==> config.mk <==
export PLATFORM = sky130hd
export DESIGN_NAME = reg_jogador_selecao_flat
export DESIGN_NICKNAME = d
export VERILOG_FILES = /design/src/rtl/reg_jogador_selecao_if.sv /design/src/rtl/reg_jogador_selecao.sv /design/src/flat_wrapper.sv
export SDC_FILE = /design/constraint.sdc
export NUM_CORES = 1
export LEC_CHECK = 0
export ABC_AREA = 0
export CAP_MARGIN = 25
export CELL_PAD_IN_SITES_DETAIL_PLACEMENT = 2
export CELL_PAD_IN_SITES_GLOBAL_PLACEMENT = 2
export CORE_MARGIN = 1.5
export CORE_UTILIZATION = 32
export DETAILED_ROUTE_END_ITERATION = 12
export PLACE_DENSITY_LB_ADDON = 0.1
export SETUP_SLACK_MARGIN = 0.05
export SYNTH_ARGS = -nofsm -noshare
export SYNTH_HDL_FRONTEND = slang
export SYNTH_SLANG_ARGS = --single-unit
==> constraint.sdc <==
create_clock -name clock -period 3.1 [get_ports clock]
set_input_delay 0.31 -clock clock [delete_from_list [all_inputs] [get_ports clock]]
set_output_delay 0.31 -clock clock [all_outputs]
set_load 0.02 [all_outputs]
==> src/rtl/reg_jogador_selecao_if.sv <==
// Player-selection bus: buttons, alive mask, confirm/cancel, the committed-index
// handshake and the error/timeout pulses, grouped between the game control unit
// (master) and the selection register (slave).
interface reg_jogador_selecao_if #(
    parameter int N_JOGADORES = 5,
    parameter int W_IDX       = 3
);
    logic                   habilita;
    logic [N_JOGADORES-1:0] botoes_jogadores;
    logic [N_JOGADORES-1:0] vivos;
    logic                   botao_confirma;
    logic                   botao_cancela;
    logic                   ack;
    logic [W_IDX-1:0]       jogador_escolhido;
    logic                   jogador_valido;
    logic [W_IDX-1:0]       jogador_pendente;
    logic                   pendente;
    logic                   erro_multiplo;
    logic                   erro_eliminado;
    logic                   expirou;

    modport master (
        output habilita, botoes_jogadores, vivos, botao_confirma, botao_cancela, ack,
        input  jogador_escolhido, jogador_valido, jogador_pendente, pendente,
               erro_multiplo, erro_eliminado, expirou
    );

    modport slave (
        input  habilita, botoes_jogadores, vivos, botao_confirma, botao_cancela, ack,
        output jogador_escolhido, jogador_valido, jogador_pendente, pendente,
               erro_multiplo, erro_eliminado, expirou
    );
endinterface

==> src/rtl/reg_jogador_selecao.sv <==
// Player-selection register: turns one-hot player buttons into a registered
// player index, with edge detection, rejection of ambiguous or dead-player
// presses, an optional pending/confirm stage with timeout, and a valid/ack
// handshake towards the game control unit.
module reg_jogador_selecao #(
    parameter int N_JOGADORES    = 5,
    parameter int W_IDX          = 3,
    parameter bit MODO_CONFIRMA  = 1'b1,
    parameter int TIMEOUT_CICLOS = 0
) (
    input  logic                  clock,
    input  logic                  reset,
    reg_jogador_selecao_if.slave  bus
);
    localparam int W_CNT = (TIMEOUT_CICLOS > 1) ? $clog2(TIMEOUT_CICLOS) : 1;
    localparam logic [W_CNT-1:0] CNT_MAX =
        (TIMEOUT_CICLOS > 0) ? W_CNT'(TIMEOUT_CICLOS - 1) : '0;

    typedef enum logic [1:0] {
        OCIOSO   = 2'd0,
        AGUARDA  = 2'd1,
        PENDENTE = 2'd2,
        VALIDO   = 2'd3
    } estado_t;

    estado_t                state_reg;
    logic [N_JOGADORES-1:0] botoes_q_reg;
    logic                   confirma_q_reg;
    logic                   cancela_q_reg;
    logic [N_JOGADORES-1:0] pend_oh_reg;
    logic [W_CNT-1:0]       cnt_reg;
    logic [W_IDX-1:0]       escolhido_reg;
    logic                   valido_reg;
    logic [W_IDX-1:0]       pend_idx_reg;
    logic                   pendente_reg;
    logic                   erro_multiplo_reg;
    logic                   erro_eliminado_reg;
    logic                   expirou_reg;

    logic [N_JOGADORES-1:0] press;
    logic                   press_unico;
    logic                   press_multi;
    logic                   press_vivo;
    logic                   pend_vivo;
    logic                   confirma_ev;
    logic                   cancela_ev;
    logic [W_IDX-1:0]       press_idx;

    // A press is a rising edge; it is only usable when it is the one and only
    // button high, otherwise it is reported as ambiguous.
    assign press       = bus.botoes_jogadores & ~botoes_q_reg;
    assign press_unico = $onehot(press) && (bus.botoes_jogadores == press);
    assign press_multi = (press != '0) && !press_unico;
    assign press_vivo  = |(press & bus.vivos);
    assign pend_vivo   = |(pend_oh_reg & bus.vivos);
    assign confirma_ev = bus.botao_confirma & ~confirma_q_reg;
    assign cancela_ev  = bus.botao_cancela & ~cancela_q_reg;

    // Encode the single pressed button into its player index.
    always_comb begin
        press_idx = '0;
        for (int i = 0; i < N_JOGADORES; i++) begin
            if (press[i]) begin
                press_idx = W_IDX'(i);
            end
        end
    end

    // Selection FSM with edge registers, timeout counter and registered outputs.
    // In PENDENTE the order is: window closed, pending player died, cancel,
    // confirm, new press (restarts the timer), then timeout.
    always_ff @(posedge clock or negedge reset) begin
        if (!reset) begin
            state_reg          <= OCIOSO;
            botoes_q_reg       <= '0;
            confirma_q_reg     <= 1'b0;
            cancela_q_reg      <= 1'b0;
            pend_oh_reg        <= '0;
            cnt_reg            <= '0;
            escolhido_reg      <= '0;
            valido_reg         <= 1'b0;
            pend_idx_reg       <= '0;
            pendente_reg       <= 1'b0;
            erro_multiplo_reg  <= 1'b0;
            erro_eliminado_reg <= 1'b0;
            expirou_reg        <= 1'b0;
        end else begin
            botoes_q_reg       <= bus.botoes_jogadores;
            confirma_q_reg     <= bus.botao_confirma;
            cancela_q_reg      <= bus.botao_cancela;
            erro_multiplo_reg  <= 1'b0;
            erro_eliminado_reg <= 1'b0;
            expirou_reg        <= 1'b0;

            case (state_reg)
                OCIOSO: begin
                    if (bus.habilita) begin
                        state_reg <= AGUARDA;
                    end
                end

                AGUARDA: begin
                    if (!bus.habilita) begin
                        state_reg <= OCIOSO;
                    end else if (press_multi) begin
                        erro_multiplo_reg <= 1'b1;
                    end else if (press_unico) begin
                        if (!press_vivo) begin
                            erro_eliminado_reg <= 1'b1;
                        end else if (MODO_CONFIRMA) begin
                            state_reg    <= PENDENTE;
                            pend_oh_reg  <= press;
                            pend_idx_reg <= press_idx;
                            pendente_reg <= 1'b1;
                            cnt_reg      <= '0;
                        end else begin
                            state_reg     <= VALIDO;
                            escolhido_reg <= press_idx;
                            valido_reg    <= 1'b1;
                        end
                    end
                end

                PENDENTE: begin
                    if (!bus.habilita || !pend_vivo || cancela_ev || confirma_ev) begin
                        // Every exit from PENDENTE drops the highlighted player.
                        pend_oh_reg  <= '0;
                        pend_idx_reg <= '0;
                        pendente_reg <= 1'b0;
                        cnt_reg      <= '0;
                        if (!bus.habilita) begin
                            state_reg <= OCIOSO;
                        end else if (!pend_vivo) begin
                            state_reg          <= AGUARDA;
                            erro_eliminado_reg <= 1'b1;
                        end else if (cancela_ev) begin
                            state_reg <= AGUARDA;
                        end else begin
                            state_reg     <= VALIDO;
                            escolhido_reg <= pend_idx_reg;
                            valido_reg    <= 1'b1;
                        end
                    end else if (press_unico && press_vivo) begin
                        pend_oh_reg  <= press;
                        pend_idx_reg <= press_idx;
                        cnt_reg      <= '0;
                    end else begin
                        erro_multiplo_reg  <= press_multi;
                        erro_eliminado_reg <= press_unico && !press_vivo;
                        if (TIMEOUT_CICLOS > 0 && cnt_reg == CNT_MAX) begin
                            state_reg    <= AGUARDA;
                            expirou_reg  <= 1'b1;
                            pend_oh_reg  <= '0;
                            pend_idx_reg <= '0;
                            pendente_reg <= 1'b0;
                            cnt_reg      <= '0;
                        end else if (TIMEOUT_CICLOS > 0) begin
                            cnt_reg <= cnt_reg + W_CNT'(1);
                        end
                    end
                end

                VALIDO: begin
                    // The committed result stays up until consumed, even if
                    // the window closes meanwhile.
                    if (bus.ack) begin
                        valido_reg <= 1'b0;
                        state_reg  <= bus.habilita ? AGUARDA : OCIOSO;
                    end
                end

                default: state_reg <= OCIOSO;
            endcase
        end
    end

    assign bus.jogador_escolhido = escolhido_reg;
    assign bus.jogador_valido    = valido_reg;
    assign bus.jogador_pendente  = pend_idx_reg;
    assign bus.pendente          = pendente_reg;
    assign bus.erro_multiplo     = erro_multiplo_reg;
    assign bus.erro_eliminado    = erro_eliminado_reg;
    assign bus.expirou           = expirou_reg;
endmodule
==> src/flat_wrapper.sv <==
// flat-port wrapper written by rule: the top's interface ports become plain ports
module reg_jogador_selecao_flat 
#(
    parameter int N_JOGADORES    = 5,
    parameter int W_IDX          = 3,
    parameter bit MODO_CONFIRMA  = 1'b1,
    parameter int TIMEOUT_CICLOS = 0
)
  (clock, reset, bus_habilita, bus_botoes_jogadores, bus_vivos, bus_botao_confirma, bus_botao_cancela, bus_ack, bus_jogador_escolhido, bus_jogador_valido, bus_jogador_pendente, bus_pendente, bus_erro_multiplo, bus_erro_eliminado, bus_expirou);
  reg_jogador_selecao_if #(.N_JOGADORES(N_JOGADORES), .W_IDX(W_IDX)) bus_i ();
  input  logic clock;
  input  logic reset;
  input wire logic [$bits(bus_i.habilita)-1:0] bus_habilita;
  input wire logic [$bits(bus_i.botoes_jogadores)-1:0] bus_botoes_jogadores;
  input wire logic [$bits(bus_i.vivos)-1:0] bus_vivos;
  input wire logic [$bits(bus_i.botao_confirma)-1:0] bus_botao_confirma;
  input wire logic [$bits(bus_i.botao_cancela)-1:0] bus_botao_cancela;
  input wire logic [$bits(bus_i.ack)-1:0] bus_ack;
  output wire logic [$bits(bus_i.jogador_escolhido)-1:0] bus_jogador_escolhido;
  output wire logic [$bits(bus_i.jogador_valido)-1:0] bus_jogador_valido;
  output wire logic [$bits(bus_i.jogador_pendente)-1:0] bus_jogador_pendente;
  output wire logic [$bits(bus_i.pendente)-1:0] bus_pendente;
  output wire logic [$bits(bus_i.erro_multiplo)-1:0] bus_erro_multiplo;
  output wire logic [$bits(bus_i.erro_eliminado)-1:0] bus_erro_eliminado;
  output wire logic [$bits(bus_i.expirou)-1:0] bus_expirou;
  assign bus_i.habilita = bus_habilita;
  assign bus_i.botoes_jogadores = bus_botoes_jogadores;
  assign bus_i.vivos = bus_vivos;
  assign bus_i.botao_confirma = bus_botao_confirma;
  assign bus_i.botao_cancela = bus_botao_cancela;
  assign bus_i.ack = bus_ack;
  assign bus_jogador_escolhido = bus_i.jogador_escolhido;
  assign bus_jogador_valido = bus_i.jogador_valido;
  assign bus_jogador_pendente = bus_i.jogador_pendente;
  assign bus_pendente = bus_i.pendente;
  assign bus_erro_multiplo = bus_i.erro_multiplo;
  assign bus_erro_eliminado = bus_i.erro_eliminado;
  assign bus_expirou = bus_i.expirou;
  reg_jogador_selecao #(.N_JOGADORES(N_JOGADORES), .W_IDX(W_IDX), .MODO_CONFIRMA(MODO_CONFIRMA), .TIMEOUT_CICLOS(TIMEOUT_CICLOS)) u_core (.clock(clock), .reset(reset), .bus(bus_i));
endmodule
# Word-level counts from Yosys, hierarchy flattened
# Index checks and enable logic that the tools add are counted.
[totals]
reg_bits = 24
inputBits = 16
output_inout_bits = 11
[classes]
n_addsub = 4
eq_ne = 19
muxes = 56
n_bitwise = 9
n_reduce_logical = 22
[op_table]
columns = ["cell", "n"]
rows = [
  ["two-way mux 5 bit", 6],
  ["two-way mux 3 bit", 9],
  ["two-way mux 1 bit", 24],
  ["AND reduction 6 bit", 4],
  ["two-way mux 2 bit", 10],
  ["AND 5 bit", 3],
  ["!= test 2 bit, second input constant", 6],
  ["case mux 5 bit (2 select lines)", 1],
  ["OR reduction 5 bit", 2],
  ["!= test 2 x 1 -> 1 bit, second input constant", 4],
  ["case mux 1 bit (2 select lines)", 4],
  ["case mux 2 bit (4 select lines)", 1],
  ["!= test 3 x 2 -> 1 bit, second input constant", 2],
  ["case mux 3 bit (2 select lines)", 1],
  ["equality test 5 bit", 1],
  ["NOT 5 bit", 1],
  ["AND reduction 5 bit", 1],
  ["nonzero test 5 bit", 1],
  ["adder 1 x 1 -> 2 bit", 2],
  ["equality test 2 bit, second input constant", 2],
  ["logical AND 1 bit", 4],
  ["logical NOT 1 bit", 4],
  ["nonzero test 2 bit", 2],
  ["adder 3 x 1 -> 3 bit", 1],
  ["other kinds (9)", 14],
]

# Longest topological paths before layout
# Gate-level depths: netlist of the first run.
[depth]
ltp_word = 12
mapped_depth = 11
mapped_depth_nobuf = 11

# Worst setup path after synthesis of the first run
# OpenSTA, ideal clock, no wires.
[synth_path]
kind = "flip-flop to flip-flop"
start = "register u_core.botoes_q_reg[0]"
end = "register u_core.pend_idx_reg[0] (netlist: u_core.bus.jogador_pendente[0])"
setup_time_ns = 0.125
arrival_time_ns = 2.563
required_time_ns = 2.975
path_slack_ns = 0.413
stages_incl_launch_ff = 11
synth_period_minus_slack_ns = 2.687
path_cell_list = "dfrtp_1 -> nand2b_2 -> inv_1 -> ha_1 -> inv_1 -> fa_1 -> fa_1 -> nand4_1 -> a211oi_1 -> o22ai_2 -> mux2_2"
[synth_between]
elab_chain_len = 11
[synth_lines]
columns = ["item", "line_no", "source"]
rows = [
  ["from (decl)", "reg_jogador_selecao.sv:27", "logic [N_JOGADORES-1:0] botoes_q_reg;"],
  ["from (signal assigned)", "reg_jogador_selecao.sv:88", "botoes_q_reg <= bus.botoes_jogadores;"],
  ["NOT 5 bit *", "reg_jogador_selecao.sv:51", "assign press = bus.botoes_jogadores & ~botoes_q_reg;"],
  ["AND 5 bit *", "reg_jogador_selecao.sv:51", ""],
  ["adder 1 x 1 -> 2 bit (not written as such)", "reg_jogador_selecao.sv:52", "assign press_unico = $onehot(press) && (bus.botoes_jogadores == press);"],
  ["adder 3 bit (not written as such)", "reg_jogador_selecao.sv:52", ""],
  ["adder 3 x 1 -> 3 bit (not written as such)", "reg_jogador_selecao.sv:52", ""],
  ["equality test 3 x 1 -> 1 bit", "reg_jogador_selecao.sv:52", ""],
  ["logical AND 1 bit", "reg_jogador_selecao.sv:52", ""],
  ["logical NOT 1 bit", "reg_jogador_selecao.sv:53", "assign press_multi = (press != '0) && !press_unico;"],
  ["logical AND 1 bit", "reg_jogador_selecao.sv:53", ""],
  ["!= test 2 bit (no line)", "-", ""],
  ["AND reduction 6 bit (no line) *", "-", ""],
  ["to (signal assigned)", "reg_jogador_selecao.sv:113", "pend_idx_reg <= press_idx;"],
  ["to (signal assigned)", "reg_jogador_selecao.sv:145", "pend_idx_reg <= press_idx;"],
  ["to (decl)", "reg_jogador_selecao.sv:34", "logic [W_IDX-1:0] pend_idx_reg;"],
]
# Mark *: on every way between the ends. The rest lies on a longest branch, timed or not.
# A chain may end at the register's enable or synchronous reset.

# Final worst setup path of the first run
[layout_path]
start = "register u_core.botoes_q_reg[0]"
end = "register u_core.pend_idx_reg[2] (netlist: u_core.bus.jogador_pendente[2])"
# The elaborated chain is that of the path after synthesis.

==> results of run 1 <==
-- cell families (layout without fill, tap and decap cells) --
group,Yosys count,in the layout,synth area share
simple gates,30,30,0.1326
buf+inv,16,61,0.05042
fa+ha+maj,11,11,0.1139
flops,23,23,0.4295
mux,11,11,0.09151
other cells,1,1,0.002798
compound gates,30,30,0.1793
-- layer usage --
layer  GRT usage  routed length, µm  vias up
li1            -                  -      519
met1      0.2297               1619      585
met2      0.3652               2246       24
met5           0                  0        -
met4     0.06122                 48        0
met3     0.03000                124        5
-- Yosys cell counts (all sizes together), types with 3 or more instances --
| cell | n | area share |
|---|---|---|
| a21oi | 7 | 0.032 |
| a222oi | 3 | 0.022 |
| a22oi | 4 | 0.022 |
| and2 | 3 | 0.014 |
| dfrtp | 23 | 0.43 |
| ha | 9 | 0.084 |
| inv | 14 | 0.039 |
| mux2 | 10 | 0.084 |
| nand2 | 3 | 0.0084 |
| nand2b | 3 | 0.021 |
| nand3 | 3 | 0.011 |
| nor2 | 7 | 0.020 |
| nor2b | 6 | 0.034 |
| o21ai | 4 | 0.015 |
-- cell type report --
| class | instances | area, µm² | area share |
|---|---|---|---|
| clock buffers | 3 | 41.29 | 0.02180 |
| clock inverters | 1 | 5.005 | 0.002642 |
| inverters | 14 | 55.05 | 0.02906 |
| multi-input cells | 83 | 763.2 | 0.4029 |
| flip-flops and latches | 23 | 575.6 | 0.3038 |
| well taps | 50 | 62.56 | 0.03303 |
| repair buffers | 43 | 391.6 | 0.2067 |
-- path summary, 6_finish.rpt --
kind | endpoint | slack (ps) | depth (start not counted)
worst max-delay path | u_core.bus.jogador_pendente[2]$_DFFE_PN0P_ | 140 | 10
worst min-delay path | u_core.botoes_q_reg[3]$_DFF_PN0_ | 210 | 1
worst max register to register | u_core.bus.jogador_pendente[2]$_DFFE_PN0P_ | 140 | 10
worst min register to register | u_core.pend_oh_reg[2]$_DFFE_PN0P_ | 520 | 1
max in group asynchronous | u_core.pend_oh_reg[1]$_DFFE_PN0P_ | 2480 | 2
min in group asynchronous | u_core.state_reg[1]$_DFFE_PN0P_ | 380 | 2
-- critical path, delay by kind of cell (launching register included) --
kind / cells / cell delay [ps]
AO/OA/AOI/OAI: 2 / 530
adder cells (fa/ha/maj): 3 / 1110
buffers and inverters: 2 / 80
flip-flops: 1 / 370
multiplexers: 1 / 330
AND/OR/NAND/NOR: 2 / 400
-- report_power, final --
| part | total (µW) | switching [µW] | leakage, µW | internal (µW) |
|---|---|---|---|---|
| sequential | 422 | 51.6 | 0.000291 | 370 |
| clock | 200 | 109 | 0.0000255 | 90.3 |
| combinational | 503 | 263 | 0.000536 | 240 |
-- stage by stage --
step / setup WS, ps / power [µW] / setup TNS (ps)
finish: 141.4 / 1124 / 0
global route: 50.13 / 1198 / 0
CTS: 50.40 / 1120 / 0
detailed placement: -385.5 / 897.8 / -2657
global placement: -143.2 / 873.4 / -976.1
floorplan: 412.6 / 708.9 / 0
-- what timing repair did --
item,4_1_cts,5_1_grt
gates cloned,0,0
pin swaps,3,4
setup buffers,6,1
setup endpoints to repair,7,11
hold buffers,0,0
gates resized for setup,5,14
==> summary.md, run 1 <==
| Metric | Value |
|---|---|
| Status | complete, no violations |
| CP peak stage delay | 530 ps |
| Post-synth EDFFs | 0 |
| CP Class | flip-flop to flip-flop |
| Max reg flops | 5 |
| Tot GR Track Use | 0.1970 |
| CTS sink count | 23 |
| CP Max Fanout | 7 |
| Chip Height | 67.71 µm |
| Pin count of the biggest net entering global routing | 24 |
| Top_reg_cell synth | dfrtp_1 |
| Hold Path Class | primary input to flip-flop |
| Avg Cell Area, Syn | 10.98 µm² |
| Hold slack | 206.1 ps |
| Power Density | 593.6 nW/µm² |
| Skew-Pair Late Insertion Delay | 280 ps |
| Mapped Cells | 122 |
| Slew at the pin with the worst max-slew slack | 960.9 ps |
| MaxCap Viol Count | 0 |
| Syn-to-layout area delta | 41.36% |
| Finished Layout Cells | 217 |
| Seq/Total Area, Yosys | 0.4295 |
| Mapped Area | 1340 µm² |
| Clock skew | 3.581 ps |
| DIE AREA | 4585 µm² |
| I/O Pins | 27 |
| Endpoints failing hold | 0 |
| Final instance area | 1894 µm² |
| Via-to-Cell Ratio | 5.221 |
| Root Buffer | clkbuf_8 |
| Router iterations before antenna repair | 4 |
| DR DRC count | 0 |
| NumNets Final | 195 |
| Initial antenna violation count | 0 |
| CTS tree | done |
| Slew headroom | 0.3594 |
| CTS max path bufs | 2 |
| Final period utilization | 0.9544 |
| Worst R2R Start | u_core.botoes_q_reg[0]$_DFF_PN0_ |
| Commonest non-fill, non-tap cells in the layout | dfrtp_1, clkdlybuf4s50_1, buf_4 |
| RSZ-0062 raised after global routing | true |
| Final max-slew violation count | 0 |
| Number of global-route vias before repair | 1282 |
| DP Area | 1720 µm² |
| Crit path launch | u_core.botoes_q_reg[0]$_DFF_PN0_ |
| Die X | 67.71 µm |
| Synthesized Nets | 149 |
| Post-Place Cells | 206 |
| CP arrival | 3130 ps |
| # diodes | 0 |
| Gpl congestion | 0.7781 |
| F_max | 0.3380 GHz |
| Initial Utilization | 0.3350 |
| Via count | 1133 |
| DP Wirelength | 2954 µm |
| Post-synth ARST share | 1.000 |
| Final min period | 2959 ps |
| First-pass GRT wire length | 6437 µm |
| Critical Path RT | 3270 ps |
| Worst path cell trace | nand2b_4 > inv_2 > ha_4 > inv_2 > fa_2 > fa_1 > nand4_1 > a211oi_4 > o22ai_4 > mux2_4 |
| Setup crit end kind | flip-flop |
| Port Buf Inserts | 25 |
| Flops & latches, synth | 23 |
| Share of layout cells above drive strength 1 | 0.3054 |
| Initial DRC count | 34 |
| Synth cell types | 35 |
| Row count | 23 |
| Most common cell after layout, fill and taps aside | dfrtp_1 |
| Antenna viol nets, final | 0 |
| CP max-delay cell | fa_1 |
| Yosys Warn Count | 0 |
| Hold path start | bus_botoes_jogadores[3] |
| Grt ovf | 0 |
| Pleak | 0.0008524 µW |
| Final setup vio count | 0 |
| Most frequent CP cell | inv_2 |
| Worst-path clk slew | 90 ps |
| CTS Buf Count | 3 |
| WL/cell | 18.61 µm |
| H-tree levels | 1 |
| Crit path launch type | flip-flop |
| Post-Route Utilization | 0.4736 |
| Drt total wl | 4039 µm |
| Core box area | 4000 µm² |
| Fillcell total | 415 |
| Max VDD drop | 0.3311 mV |
(Power assumes the default switching activity.)
==> run 2, diff against run 1 <==
RECOVER_POWER = 25   (was default)
==> run 2 against run 1 <==
Hold slack improved by 9.8 ps; register-to-register slack barely moved; core utilization fell by 0.44 points; first-iteration DRC count fell by 5.9%; sequential power barely moved; die area did not move; cell count did not move; sequential share of layout area rose by 0.28 points; final area fell by 0.92%; critical endpoint unchanged; largest cell class unchanged; highest routed layer unchanged.
==> summary.md, run 2 (synthesis results as in run 1) <==
| Metric | Value |
|---|---|
| Initial Utilization | 0.3350 |
| Gpl congestion | 0.7781 |
| CP arrival | 3130 ps |
| Setup crit end kind | flip-flop |
| R2r worst-path depth | 10 |
| NumNets Final | 195 |
| Max VDD drop | 0.3311 mV |
| H-tree levels | 1 |
| Final period utilization | 0.9544 |
| I/O Pins | 27 |
| # diodes | 0 |
| Reg2Reg Setup Slack | 140 ps |
| Worst R2R Start | u_core.botoes_q_reg[0]$_DFF_PN0_ |
| Critical Path RT | 3270 ps |
| Max reg flops | 5 |
| Final max-slew violation count | 0 |
| Core box area | 4000 µm² |
| Status | complete, no violations |
| Crit path launch type | flip-flop |
| CP Class | flip-flop to flip-flop |
| Tot GR Track Use | 0.1970 |
| Initial antenna violation count | 0 |
| DIE AREA | 4585 µm² |
| RSZ-0062 raised after global routing | true |
| DP Wirelength | 2954 µm |
| Slew at the pin with the worst max-slew slack | 1288 ps |
| Final instance area | 1877 µm² |
| CTS tree | done |
| Commonest non-fill, non-tap cells in the layout | dfrtp_1, clkdlybuf4s50_1, buf_4 |
| Skew-Pair Late Insertion Delay | 280 ps |
| Multi-input combinational cell area | 763.2 µm² |
| Via count | 1134 |
| Share of layout cells above drive strength 1 | 0.2994 |
| Root Buffer | clkbuf_8 |
| CTS max path bufs | 2 |
| DR DRC count | 0 |
| Final Power | 1122 µW |
| First-pass GRT wire length | 6437 µm |
| Clock skew | 3.622 ps |
| Pleak | 0.0008191 µW |
| Row count | 23 |
| CTS Buf Count | 3 |
| TNS Setup | 0 ps |
| Fillcell total | 418 |
| MaxCap Viol Count | 0 |
| Hold Path Cell Cnt | 1 |
| Worst-path clk slew | 90 ps |
| Hold path start | bus_botoes_jogadores[2] |
| Chip Height | 67.71 µm |
| Seq. cell area | 575.6 µm² |
| CP Max Fanout | 7 |
| Syn-to-layout area delta | 40.06% |
| Die X | 67.71 µm |
| CTS sink count | 23 |
| WL/cell | 18.59 µm |
| Slew headroom | 0.1415 |
| Worst Hold End | u_core.botoes_q_reg[2]$_DFF_PN0_ |
| Reg2reg end | u_core.bus.jogador_pendente[2]$_DFFE_PN0P_ |
| Pin count of the biggest net entering global routing | 24 |
| F_max | 0.3380 GHz |
| Antenna viol nets, final | 0 |
| DP Area | 1720 µm² |
| Grt ovf | 0 |
| Final setup vio count | 0 |
| Drt total wl | 4033 µm |
| Final min period | 2959 ps |
| Initial DRC count | 32 |
| Hold Path Class | primary input to flip-flop |
| Number of global-route vias before repair | 1282 |
| Most common cell after layout, fill and taps aside | dfrtp_1 |
| Hold buffer count at CTS | 0 |
| Port Buf Inserts | 25 |
| Endpoints failing hold | 0 |
| Via-to-Cell Ratio | 5.226 |
| Router iterations before antenna repair | 4 |
| Power Density | 598.0 nW/µm² |
## run 2: cell count changes in the layout (fill, tap and decap cells not counted), sizes merged
cell | previous run | this run
dlygate4sd3 | 0 | 3
dlymetal6s2s | 3 | 0
clkbuf | 3 | 5
clkdlybuf4s50 | 21 | 18
buf | 18 | 17
clkdlybuf4s25 | 0 | 2
## run 2: metal layers
layer / up-vias / wire, µm / global-route usage
li1: 520 / - / -
met1: 585 / 1616 / 0.2297
met2: 24 / 2242 / 0.3652
met3: 5 / 124 / 0.03000
met4: 0 / 48 / 0.06122
met5: - / 0 / 0
## run 2: critical path: stages, from the launching register on
cell and delay (ps):
dfrtp_1 370, nand2b_4 140, inv_2 50, ha_4 250, inv_2 30, fa_2 330
fa_1 530, nand4_1 260, a211oi_4 350, o22ai_4 180, mux2_4 330
## run 2: repair_timing
action / 4_1_cts / 5_1_grt
endpoints found under the setup margin: 7 / 11
buffers inserted: 6 / 1
pin swaps: 3 / 4
resized for setup: 5 / 14
## run 2: layout make-up
cell class              count  area share
clock buffers               3     0.02200
clock inverters             1    0.002667
inverters                  14     0.02933
multi-input cells          83      0.4067
flip-flops and latches     23      0.3067
well taps                  50     0.03333
repair buffers             43      0.1993
## run 2: worst max path at each step
stage | slack, ps | start | depth (start not counted) | end
2_1_floorplan | 410 | u_core.botoes_q_reg[0]$_DFF_PN0_ | 10 | u_core.bus.jogador_pendente[0]$_DFFE_PN0P_
3_3_place_gp | -140 | bus_botoes_jogadores[1] | 10 | u_core.pend_oh_reg[0]$_DFFE_PN0P_
3_5_place_dp | -390 | bus_botoes_jogadores[0] | 11 | u_core.bus.jogador_pendente[2]$_DFFE_PN0P_
4_1_cts | 50 | bus_botoes_jogadores[1] | 10 | u_core.bus.jogador_pendente[2]$_DFFE_PN0P_
5_1_grt | 50 | u_core.botoes_q_reg[2]$_DFF_PN0_ | 10 | u_core.bus.jogador_pendente[2]$_DFFE_PN0P_
6_report | 140 | u_core.botoes_q_reg[0]$_DFF_PN0_ | 10 | u_core.bus.jogador_pendente[2]$_DFFE_PN0P_
## run 2: where the power goes
part	switching, µW	leakage, µW	internal [µW]	total, µW
logic	263	0.000503	238	501
registers	51.6	0.000291	370	422
clock network	109	0.0000255	90.3	199
## run 2: per-stage QoR
stage | hold WS, ps | util | instances | setup slack, ps
6_report | 215.9 | 0.4692 | 217 | 141.5
2_1_floorplan | 14.41 | - | 122 | 412.6
4_1_cts | 326.1 | 0.4573 | 216 | 50.40
3_3_place_gp | 490.5 | 0.4301 | 206 | -143.2
3_5_place_dp | 496.8 | 0.4301 | 206 | -385.5
5_1_grt | 225.9 | 0.4692 | 217 | 49.98
==> RTL change, RTL diff (flow settings as in run 2) <==
`MODO_CONFIRMA` is set to 1'b1 in 2 places; all go to 1'b0.
--- a/src/rtl/reg_jogador_selecao.sv
+++ b/src/rtl/reg_jogador_selecao.sv
@@ -5,7 +5,7 @@
 module reg_jogador_selecao #(
     parameter int N_JOGADORES    = 5,
     parameter int W_IDX          = 3,
-    parameter bit MODO_CONFIRMA  = 1'b1,
+    parameter bit MODO_CONFIRMA  = 1'b0,
     parameter int TIMEOUT_CICLOS = 0
 ) (
     input  logic                  clock,
--- a/src/flat_wrapper.sv
+++ b/src/flat_wrapper.sv
@@ -3,7 +3,7 @@
 #(
     parameter int N_JOGADORES    = 5,
     parameter int W_IDX          = 3,
-    parameter bit MODO_CONFIRMA  = 1'b1,
+    parameter bit MODO_CONFIRMA  = 1'b0,
     parameter int TIMEOUT_CICLOS = 0
 )
   (clock, reset, bus_habilita, bus_botoes_jogadores, bus_vivos, bus_botao_confirma, bus_botao_cancela, bus_ack, bus_jogador_escolhido, bus_jogador_valido, bus_jogador_pendente, bus_pendente, bus_erro_multiplo, bus_erro_eliminado, bus_expirou);
Behaviour: not the same (Yosys sat finds a counterexample within 4 cycles, from zero or initial values and one cycle with reset low).
==> RTL change against run 2 <==
Combinational power shrank 13%; critical endpoint is now u_core.bus.jogador_escolhido[2]; final area shrank 7.4%; power down 5.0%; area after synthesis decreased by 7.4%; critical path depth unchanged; count of clock-buffer cells in the layout unchanged; routed wire length fell by 11%; sequential cell count shrank 1; setup slack improved by 0.037 ns.
==> RTL change: results (changes against run 2) <==
Global route
  – First-pass GRT wire length: 5930 um (-7.8%)
  – Initial antenna violation count: 0 (unchanged)
  – Largest net degree at the start of global routing: 23 (-4.2%)
  – Vias in the first global route: 1127 (-12%)
  – Total GRT Usage: 18.4% (-1.3 points)

Placement
  – Routability congestion estimate: 0.799 (+2.7%)
  – Port buffer count: 24 (-4.0%)
  – Cell Area, Placed: 1610 um2 (-6.7%)
  – Hpwl dp: 2730 um (-7.5%)
  – Pre-CTS setup slack: -0.295 ns (+0.0902 ns)

Final layout
  – Layout cells sized above 1: 18.7% (-11 points)
  – Ant diodes: 0 (unchanged)
  – Nets: 183 (-6.2%)

Critical path
  – CP max stage cell: fa_1
  – Worst path max stage delay: 0.48 ns (-0.05 ns)
  – Critical-path maximum fanout: 5 (-2)
  – Worst Path Arrival: 3.08 ns (-0.05 ns)
  – R2R Setup Slk: 0.20 ns (+0.06 ns)
  – CP top delay family: adder cells

Yosys
  – Cells after Synth: 117 (-4.1%)
  – Synth top cells by count: 22 x dfrtp_1, 15 x inv_1, 9 x ha_1
  – Top cells by area, synth: dfrtp_1 44%, ha_1 9.1%, a22o_1 4.9%
  – Top FF cell, synth: dfrtp_1
  – Cell variety after synth: 33 (-5.7%)
  – Ys Warns: 0 (unchanged)
  – FFs w/ async S/R, synth: 100% (unchanged)
  – Sequential area share after synthesis: 44.4% (+1.4 points)

Clocking
  – Clock latency on the worst-skew pair: 0.27 ns
  – Clock slew at reported path FFs: 0.09 ns (about the same)
  – CTS H-tree lvls: 1 (unchanged)
  – Root Driver: clkbuf_8
  – Num CTS Buffers: 3 (unchanged)
  – Clk buf depth: 2 (unchanged)

Route
  – DR vias/cell: 5.23 (about the same)
  – Drt first pass iters: 4 (unchanged)
  – DRC Markers: 0 (unchanged)
  – Initial DRC count: 35 (+9.4%)
  – Drt wl/cell: 17.7 um (-4.8%)

Timing
  – Clk_skew: 0.00314 ns (-0.000478 ns)
  – Worst setup margin: 0.178 ns (+0.0367 ns)
  – Tightest Pin Transition: 0.662 ns (-0.626 ns)
  – Final hold slack: 0.316 ns (+0.0999 ns)

Power and ir drop
  – VDD IR max: 0.000268 V (-19%)
  – Pleak: 0.790 nW (-3.6%)

Run
  – Number of max-cap violations: 0 (unchanged)

Min path
  – Hold Crit Class: in2reg

Status
  – Outcome: complete, no violations
-- RTL change: kinds of logic (layout without fill, tap and decap cells) --
family	after synthesis	after routing	synth area share, %
compound gates	36	36	23.0
flops	22	22	44.4
simple gates	22	22	9.17
buf+inv	21	58	7.26
fa+ha+maj	11	11	12.3
mux	4	4	3.63
other cells	1	2	0.302
-- RTL change: worst paths after layout --
check,from,endpoint,cells past startpoint
max reg2reg,u_core.botoes_q_reg[2],u_core.bus.jogador_escolhido[2],10
max,bus_botoes_jogadores[1],u_core.bus.jogador_escolhido[2],10
min reg2reg,u_core.bus.jogador_escolhido[2],u_core.bus.jogador_escolhido[2],1
max in group asynchronous,reset,u_core.state_reg[0],2
min in group asynchronous,reset,u_core.bus.jogador_escolhido[0],1
min,bus_botoes_jogadores[3],u_core.botoes_q_reg[3],2
-- RTL change: what timing repair did --
action / CTS / global route
resized for setup: 1 / 12
setup buffers: 0 / 1
pin swaps: 1 / 2
setup endpoints to repair: 3 / 4
-- RTL change: layout make-up --
cell class                      instances  area (um2)
Clock buffer                            3        41.3
Fill cell                             388        1950
Tap cell                               48        60.1
Timing Repair Buffer                   38         354
Sequential cell                        22         551
Multi-Input combinational cell         75         642
Inverter                               16        60.1
Clock inverter                          1        30.0
-- RTL change: where the power goes --
| part | switching [W] | total, W | internal, W |
|---|---|---|---|
| Clock | 0.000101 | 0.000274 | 0.000173 |
| Combinational | 0.000231 | 0.000435 | 0.000204 |
| Sequential | 0.0000271 | 0.000357 | 0.000330 |
-- RTL change: metal layers --
layer / routed length [um] / up-vias / GRT usage [%]
li1: - / 492 / -
met1: 1620 / 544 / 24.1
met2: 1820 / 21 / 30.9
met3: 102 / 4 / 2.23
met4: 51 / 0 / 7.03
met5: 0 / - / 0
-- RTL change: through the flow --
stage | TNS, ns | instances
floorplan | 0 | 118
global placement | -0.614 | 197
detailed placement | -1.88 | 197
CTS | 0 | 201
global route | 0 | 203
finish | 0 | 203
